[src/rtl/uart_pkg.sv]
// Shared definitions for the UART transmit path: FSM encoding, parity modes, parameter checks.
// Latency: n/a (package only).
// Backpressure: n/a (package only).
package uart_pkg;

    // Transmit FSM encoding, kept as plain constants so older tools can consume it.
    localparam logic [2:0] ST_IDLE   = 3'd0;
    localparam logic [2:0] ST_START  = 3'd1;
    localparam logic [2:0] ST_DATA   = 3'd2;
    localparam logic [2:0] ST_PARITY = 3'd3;
    localparam logic [2:0] ST_STOP   = 3'd4;

    // Parity selection values for PARITY_MODE.
    localparam int PARITY_NONE = 0;
    localparam int PARITY_EVEN = 1;
    localparam int PARITY_ODD  = 2;

    // True when the parameter set describes a frame the framer can produce.
    function automatic bit params_ok(input int sys_clock, input int baudrate,
                                     input int data_bits, input int stop_bits,
                                     input int parity_mode);
        return (baudrate > 0) && (sys_clock >= baudrate) &&
               (data_bits >= 5) && (data_bits <= 9) &&
               (stop_bits == 1 || stop_bits == 2) &&
               (parity_mode >= PARITY_NONE) && (parity_mode <= PARITY_ODD);
    endfunction

endpackage

[src/rtl/uart_baud_tick.sv]
// Bit-period counter: pulses tick for one clock every BIT_TICKS clocks.
// Latency: restart forces the count to zero on the next clock; first tick BIT_TICKS clocks later.
// Backpressure: none; free-running between restarts.
// Ports: clk, rst_n (async active-low), restart (zero the count), tick (count == BIT_TICKS-1).
module uart_baud_tick #(
    parameter int BIT_TICKS = 434
) (
    input  logic clk,
    input  logic rst_n,
    input  logic restart,
    output logic tick
);
    localparam int CW = $clog2(BIT_TICKS) + 1;
    localparam logic [CW-1:0] LAST = CW'(BIT_TICKS - 1);

    logic [CW-1:0] cnt;

    always_ff @(posedge clk or negedge rst_n) begin
        if (!rst_n) begin
            cnt <= '0;
        end else if (restart || cnt == LAST) begin
            cnt <= '0;
        end else begin
            cnt <= cnt + 1'b1;
        end
    end

    assign tick = (cnt == LAST);

endmodule

[src/rtl/uart_tx_framer.sv]
// UART transmitter: serialises one word per frame (start, data LSB first, optional parity, stop).
// Latency: start bit on the line the clock after a transfer; each bit lasts SYS_CLOCK/UART_BAUDRATE clocks.
// Backpressure: o_TxReady only in IDLE and in the final stop-bit clock, giving gap-free back-to-back frames.
// Ports: i_SysClock, i_ResetN (async active-low), i_TxValid/o_TxReady/i_TxData word handshake,
//        o_TxSerial line (idle high), o_TxBusy (frame on line), o_TxDone (last stop-bit clock).
// Build option: define UART_TX_PARITY_EN to add the parity bit selected by PARITY_MODE.
module uart_tx_framer
    import uart_pkg::*;
#(
    parameter int SYS_CLOCK     = 50000000,
    parameter int UART_BAUDRATE = 115200,
    parameter int DATA_BITS     = 8,
    parameter int STOP_BITS     = 1,
    parameter int PARITY_MODE   = 0
) (
    input  logic                 i_SysClock,
    input  logic                 i_ResetN,
    input  logic                 i_TxValid,
    output logic                 o_TxReady,
    input  logic [DATA_BITS-1:0] i_TxData,
    output logic                 o_TxSerial,
    output logic                 o_TxBusy,
    output logic                 o_TxDone
);
    localparam int BIT_TICKS = SYS_CLOCK / UART_BAUDRATE;
    localparam logic [3:0] LAST_BIT  = 4'(DATA_BITS - 1);
    localparam logic       LAST_STOP = 1'(STOP_BITS - 1);

    generate
        if (!params_ok(SYS_CLOCK, UART_BAUDRATE, DATA_BITS, STOP_BITS, PARITY_MODE)) begin : g_bad_params
            $error("uart_tx_framer: illegal parameter combination");
        end
    endgenerate

    logic [2:0]           state;
    logic [DATA_BITS-1:0] shreg;
    logic [3:0]           bit_idx;
    logic                 stop_idx;
    logic                 tick;
    logic                 fire;
    logic                 last_stop;

`ifdef UART_TX_PARITY_EN
    localparam bit PAR_ON = (PARITY_MODE != PARITY_NONE);
    logic par_bit;
`endif

    assign last_stop  = (state == ST_STOP) && tick && (stop_idx == LAST_STOP);
    assign o_TxReady  = (state == ST_IDLE) || last_stop;
    assign fire       = i_TxValid && o_TxReady;
    assign o_TxBusy   = (state != ST_IDLE);
    assign o_TxDone   = last_stop;

    // Restarting on every transfer aligns bit boundaries to the frame start,
    // including a back-to-back frame that begins on the final stop-bit tick.
    uart_baud_tick #(
        .BIT_TICKS (BIT_TICKS)
    ) u_baud_tick (
        .clk     (i_SysClock),
        .rst_n   (i_ResetN),
        .restart (fire),
        .tick    (tick)
    );

    // o_TxSerial is registered alongside the state so each line value
    // appears in the same clock as the state that owns it.
    always_ff @(posedge i_SysClock or negedge i_ResetN) begin
        if (!i_ResetN) begin
            state      <= ST_IDLE;
            shreg      <= '0;
            bit_idx    <= '0;
            stop_idx   <= 1'b0;
            o_TxSerial <= 1'b1;
`ifdef UART_TX_PARITY_EN
            par_bit    <= 1'b0;
`endif
        end else if (fire) begin
            state      <= ST_START;
            shreg      <= i_TxData;
            bit_idx    <= '0;
            stop_idx   <= 1'b0;
            o_TxSerial <= 1'b0;
`ifdef UART_TX_PARITY_EN
            par_bit    <= (PARITY_MODE == PARITY_ODD) ? ~(^i_TxData) : (^i_TxData);
`endif
        end else if (tick) begin
            case (state)
                ST_START: begin
                    state      <= ST_DATA;
                    o_TxSerial <= shreg[0];
                    shreg      <= shreg >> 1;
                end
                ST_DATA: begin
                    if (bit_idx == LAST_BIT) begin
`ifdef UART_TX_PARITY_EN
                        if (PAR_ON) begin
                            state      <= ST_PARITY;
                            o_TxSerial <= par_bit;
                        end else begin
                            state      <= ST_STOP;
                            o_TxSerial <= 1'b1;
                        end
`else
                        state      <= ST_STOP;
                        o_TxSerial <= 1'b1;
`endif
                    end else begin
                        bit_idx    <= bit_idx + 1'b1;
                        o_TxSerial <= shreg[0];
                        shreg      <= shreg >> 1;
                    end
                end
`ifdef UART_TX_PARITY_EN
                ST_PARITY: begin
                    state      <= ST_STOP;
                    o_TxSerial <= 1'b1;
                end
`endif
                ST_STOP: begin
                    if (stop_idx == LAST_STOP) begin
                        state      <= ST_IDLE;
                        o_TxSerial <= 1'b1;
                    end else begin
                        stop_idx <= stop_idx + 1'b1;
                    end
                end
                default: begin
                    state      <= ST_IDLE;
                    o_TxSerial <= 1'b1;
                end
            endcase
        end
    end

endmodule

[config.mk]
export PLATFORM = sky130hd
export DESIGN_NAME = uart_tx_framer
export DESIGN_NICKNAME = d
export VERILOG_FILES = /design/src/rtl/uart_pkg.sv /design/src/rtl/uart_baud_tick.sv /design/src/rtl/uart_tx_framer.sv
export SDC_FILE = /design/constraint.sdc
export NUM_CORES = 1
export LEC_CHECK = 0
export ABC_AREA = 0
export BUFFER_PORTS_ARGS = -buffer_cell sky130_fd_sc_hd__buf_2
export CORE_ASPECT_RATIO = 1.25
export CORE_MARGIN = 4
export CORE_UTILIZATION = 26
export CTS_BUF_LIST = sky130_fd_sc_hd__clkbuf_8 sky130_fd_sc_hd__clkbuf_16
export DETAILED_ROUTE_END_ITERATION = 16
export PLACE_DENSITY_LB_ADDON = 0.1
export RECOVER_POWER = 100
export SLEW_MARGIN = 20
export SYNTH_ARGS = -nofsm -noshare
export SYNTH_HDL_FRONTEND = slang
export SYNTH_HIERARCHICAL = 1
export SYNTH_SLANG_ARGS = --single-unit
[constraint.sdc]
create_clock -name i_SysClock -period 6.2 [get_ports i_SysClock]
set_input_delay 1.55 -clock i_SysClock [delete_from_list [all_inputs] [get_ports i_SysClock]]
set_output_delay 1.55 -clock i_SysClock [all_outputs]
set_load 0.02 [all_outputs]
=== Word-level counts from Yosys, hierarchy flattened ===
Cells that the tools add are included.
W data, S select, Z words.

* Flip-flop bits (word level): 27
* Bits of input ports: 11
* Logic and storage cells: 58

* Add/subtract/negate cells: 3
* Reductions and logical operators: 16
* Bitwise logic cells: 1
* Equal/unequal tests: 9
* Mux-type cells: 23

{| class="wikitable"
|+ Operators with widths
! cell !! count
|-
| $mux W8 || 3
|-
| $mux W4 || 4
|-
| $pmux W8 S2 || 1
|-
| $mux W3 || 4
|-
| $add A10 B1 Y10 const B || 1
|-
| $eq A10 B9 Y1 const B || 1
|-
| $mux W10 || 1
|-
| $ne A3 B2 Y1 const B || 3
|-
| $pmux W3 S3 || 1
|-
| $reduce_and A3 Y1 || 3
|-
| $mux W1 || 8
|-
| $reduce_bool A2 Y1 || 3
|-
| $reduce_bool A3 Y1 || 2
|-
| $add A4 B1 Y4 const B || 1
|-
| $eq A4 B3 Y1 const B || 1
|-
| $reduce_and A2 Y1 || 2
|-
| $eq A3 B1 Y1 const B || 1
|-
| $eq A3 B2 Y1 const B || 1
|-
| $eq A3 B3 Y1 const B || 1
|-
| $logic_and A1 B1 Y1 || 3
|-
| $logic_not A3 Y1 || 1
|-
| $pmux W1 S3 || 1
|-
| $logic_or A1 B1 Y1 || 2
|-
| $ne A2 B1 Y1 const B || 1
|-
| other kinds (2) || 2
|}

=== Depth between registers and ports, before layout ===
* Depth in word-level cells: 7
* Depth in mapped cells: 10
* Mapped depth without buffers: 9

=== Cells and area by module ===
Netlist, hierarchy kept.

{| class="wikitable"
|+ Modules (own cells, without submodules)
! module !! times used !! cells an instance !! area an instance (µm²)
|-
| uart_tx_framer || 1 || 92 || 912.1
|-
| uart_baud_tick || 1 || 46 || 535.5
|}

=== Worst setup path after synthesis ===
Ideal clock, no wire load.

* Path kind: register to output
* Start: register u_baud_tick.cnt[1]
* End: output o_TxReady
* Path slack: 3.104 ns
* Stages on the path, launching flop included: 8
* Required time: 4.650 ns
* Arrival: 1.546 ns
* Buffers on the path: 0
* Path through: dfrtp_1 -> inv_1 -> ha_1 -> nand2b_1 -> nor4_4 -> and3_1 -> nor2b_1 -> nor2_1

* Cells in the longest elaborated chain, start to end: 4

{| class="wikitable"
|+ Ends and longest elaborated chain
! what !! RTL line !! source
|-
| from (decl) || uart_baud_tick.sv:16 || <nowiki>logic [CW-1:0] cnt;</nowiki>
|-
| from (signal assigned) || uart_baud_tick.sv:24 || <nowiki>cnt <= cnt + 1'b1;</nowiki>
|-
| $eq A10 B9 Y1 || uart_baud_tick.sv:28 || <nowiki>assign tick = (cnt == LAST);</nowiki>
|-
| via tick || uart_tx_framer.sv:39 || <nowiki>logic tick;</nowiki>
|-
| $logic_and A1 B1 Y1 (2 in series) || uart_tx_framer.sv:48 || <nowiki>assign last_stop = (state == ST_STOP) && tick && (stop_idx == LAST_STOP);</nowiki>
|-
| $logic_or A1 B1 Y1 || uart_tx_framer.sv:49 || <nowiki>assign o_TxReady = (state == ST_IDLE) || last_stop;</nowiki>
|-
| to (decl) || uart_tx_framer.sv:19 || <nowiki>output logic o_TxReady,</nowiki>
|}

The timed path passes the listed nets, and every way through them passes these cells.

=== Worst setup path in the final report ===
Ends and elaborated chain as after synthesis.

==> metrics.txt <==
status=finished with violations; failing checks=capacitance limit, slew limit; Final nets=161; commonest non-fill, non-tap cell in the layout=dfrtp_1; Die Span Y=between 90 and 100 µm; PwrDens=331.0 nW/µm²; minimum clock period=3.897 ns; sequential fraction of the synthesis area=45.03%; WL final=~3.3 mm; Required @ worst endpoint=4.65 ns; leading area contributor after synthesis=dfrtp_1; HP Class=flip-flop to flip-flop; setup TNS=0 ns; H-tree depth=1; vias in the first global route=1125; total gr overflow=0; port bufs=14; worst-path fanout max=9; total track usage=10.39%; Ys Warns=6; ant diodes=0; area delta synth->final=9.075%; Setup Skew=about 0.011 ns; Placeable Area=5405 µm²; post-CTS setup buffer count=0; RSZ-0062 raised after global routing=false; crit share post-route=between 60% and 70%; die area=6833 µm²; clk buf depth=2; CTS tree=yes; Routed WL per cell=15.90 µm; Post-Syn Instances=138; DRC=0; CTS root buffer=clkbuf_8; Slew Limit Fails=17; Crit Path Class=flip-flop to output pin; Worst Path Arrival=2.35 ns; Starting Density=26.78%; cts bufs inserted=3; synth top area cells=dfrtp_1 (43%), a221o_1 (4.8%), a31oi_1 (3.5%); Resized Gates After CTS=0; main flop type after synthesis=dfrtp_1; Die X=roughly 75 µm; post-DR vias/cell=5.333; CP startpoint kind=flip-flop; Final Hold Viols=0; worst slack at placement=2.937 ns; share of layout cells above drive strength 1=13.70%; Final WS setup=2.303 ns; ANT nets after route=0; syn avg cell area=10.49 µm²; max_cap viols=1; initial antenna violation count=0; initial DRC count=54; leakage power=0.6981 nW; ys async rst share=100.0%; post-layout util=29.21%; largest net degree at the start of global routing=27; share of the synthesized area in the top cell type=about 43%; CP endpoint kind=output pin; Netlist Area Pre-Place=1448 µm²; I/O pins=15; commonest cells after routing, fill and taps aside=dfrtp_1 (25), nor2_1 (11), inv_1 (10); synth unique cells=48; first-pass GRT wire length=around 5.6 mm; Slew headroom=-30.25%; Mapped Nets=152; Placer Congestion=0.7700; First-pass DRT Iterations=5; # setup viols final=0; clock sink count=26; std cell rows=30; Clock transition at path regs=0.09 ns; Yosys reg bits=26; clk_lat worst skew=0.27 ns; number of flops mapped to enable cells by yosys=0; hpwl dp=2.401 mm; Achievable Freq=256.6 MHz; vias=between 1k and 1.5k; Max VDD drop=0.1181 mV; Post-CTS Hold Buffers=0; Worst Tran Pin Value=1.939 ns
sequential cells by signal, summed over array words and instances, names as in the netlist:
| name | count |
|---|---|
| bit_idx | 4 |
| shreg | 8 |
| o_TxSerial | 1 |
| state | 3 |
| u_baud_tick/cnt | 10 |
per-layer routing:
metal | share of wire [%] | vias to the layer above | GRT usage (%)
met5 | 0 | - | 0
met4 | 0.69 | 0 | 3.412
met3 | 3.1 | 2 | 1.661
met2 | 50 | 23 | 16.94
met1 | 46 | 558 | 13.73
li1 | - | 537 | -
cell type report:
cell class | instances | area (µm²)
fill | 594 | 3826
sequential | 26 | 651.9
timing repair buffer | 14 | 63.81
inverter | 10 | 37.54
multi-input combinational | 92 | 674.4
tap | 64 | 80.08
clock inverter | 1 | 30.03
clock buffer | 3 | 41.29
final timing paths:
kind / start / endpoint / slack [ns] / depth (start not counted)
max: u_baud_tick/cnt[1] / o_TxReady / 2.30 / 8
min: o_TxSerial / o_TxSerial / 0.50 / 2
max reg2reg: u_baud_tick/cnt[1] / shreg[3] / 2.56 / 8
min reg2reg: o_TxSerial / o_TxSerial / 0.50 / 2
max in group asynchronous: i_ResetN / shreg[0] / 3.74 / 1
min in group asynchronous: i_ResetN / u_baud_tick/cnt[6] / 1.61 / 1
logic make-up (layout without fill, tap and decap cells):
| logic type | Yosys count | after routing | synth area share [%] |
|---|---|---|---|
| AOI/OAI and AO/OA | 33 | 33 | 18.76 |
| xor gates and xnor gates | 7 | 7 | 4.235 |
| adders and majority gates | 3 | 3 | 2.593 |
| buffers and inverters | 20 | 28 | 7.346 |
| DFF | 26 | 26 | 45.03 |
| and+or+nand+nor | 49 | 49 | 22.04 |
worst max-delay path: stages, from the launching register on:
cell      delay [ns]
dfrtp_1         0.42
inv_1           0.07
ha_1            0.13
nand2b_1        0.06
nor4_1          0.52
and3_1          0.42
nor2b_1         0.12
nor2_1          0.10
clkbuf_1        0.24
per-stage QoR:
stage / area, µm² / hold slack, ns / power, mW / instances
after floorplan: 1448 / 0.4749 / 0.3590 / 138
after detailed placement: 1534 / 0.4951 / 0.3937 / 206
after CTS: 1605 / 0.5117 / 0.5375 / 210
final: 1579 / 0.5045 / 0.5226 / 210
after global routing: 1579 / 0.5568 / 0.5590 / 210
after global placement: 1534 / 0.4942 / 0.3901 / 206
where the power goes:
group / internal [mW] / switching, mW / leakage (nW)
clock: 0.0863 / 0.0539 / 0.0357
sequential: 0.216 / 0.0379 / 0.331
combinational: 0.0630 / 0.0659 / 0.331
total: 0.365 / 0.158 / 0.698
cell usage after synthesis (2+ instances only):
cell	n
nand3_1	3
nor3_1	4
nand2b_1	4
a221o_1	7
ha_1	3
a21oi_1	2
buf_6	3
dfrtp_1	25
a22o_1	2
a21o_1	3
xnor2_1	3
nor2_1	11
inv_1	10
or3_1	2
nor4_1	8
o21ai_0	2
a31oi_1	8
and3_1	3
xor2_1	4
buf_2	3
No activity file was read; power rests on OpenSTA's default activity.
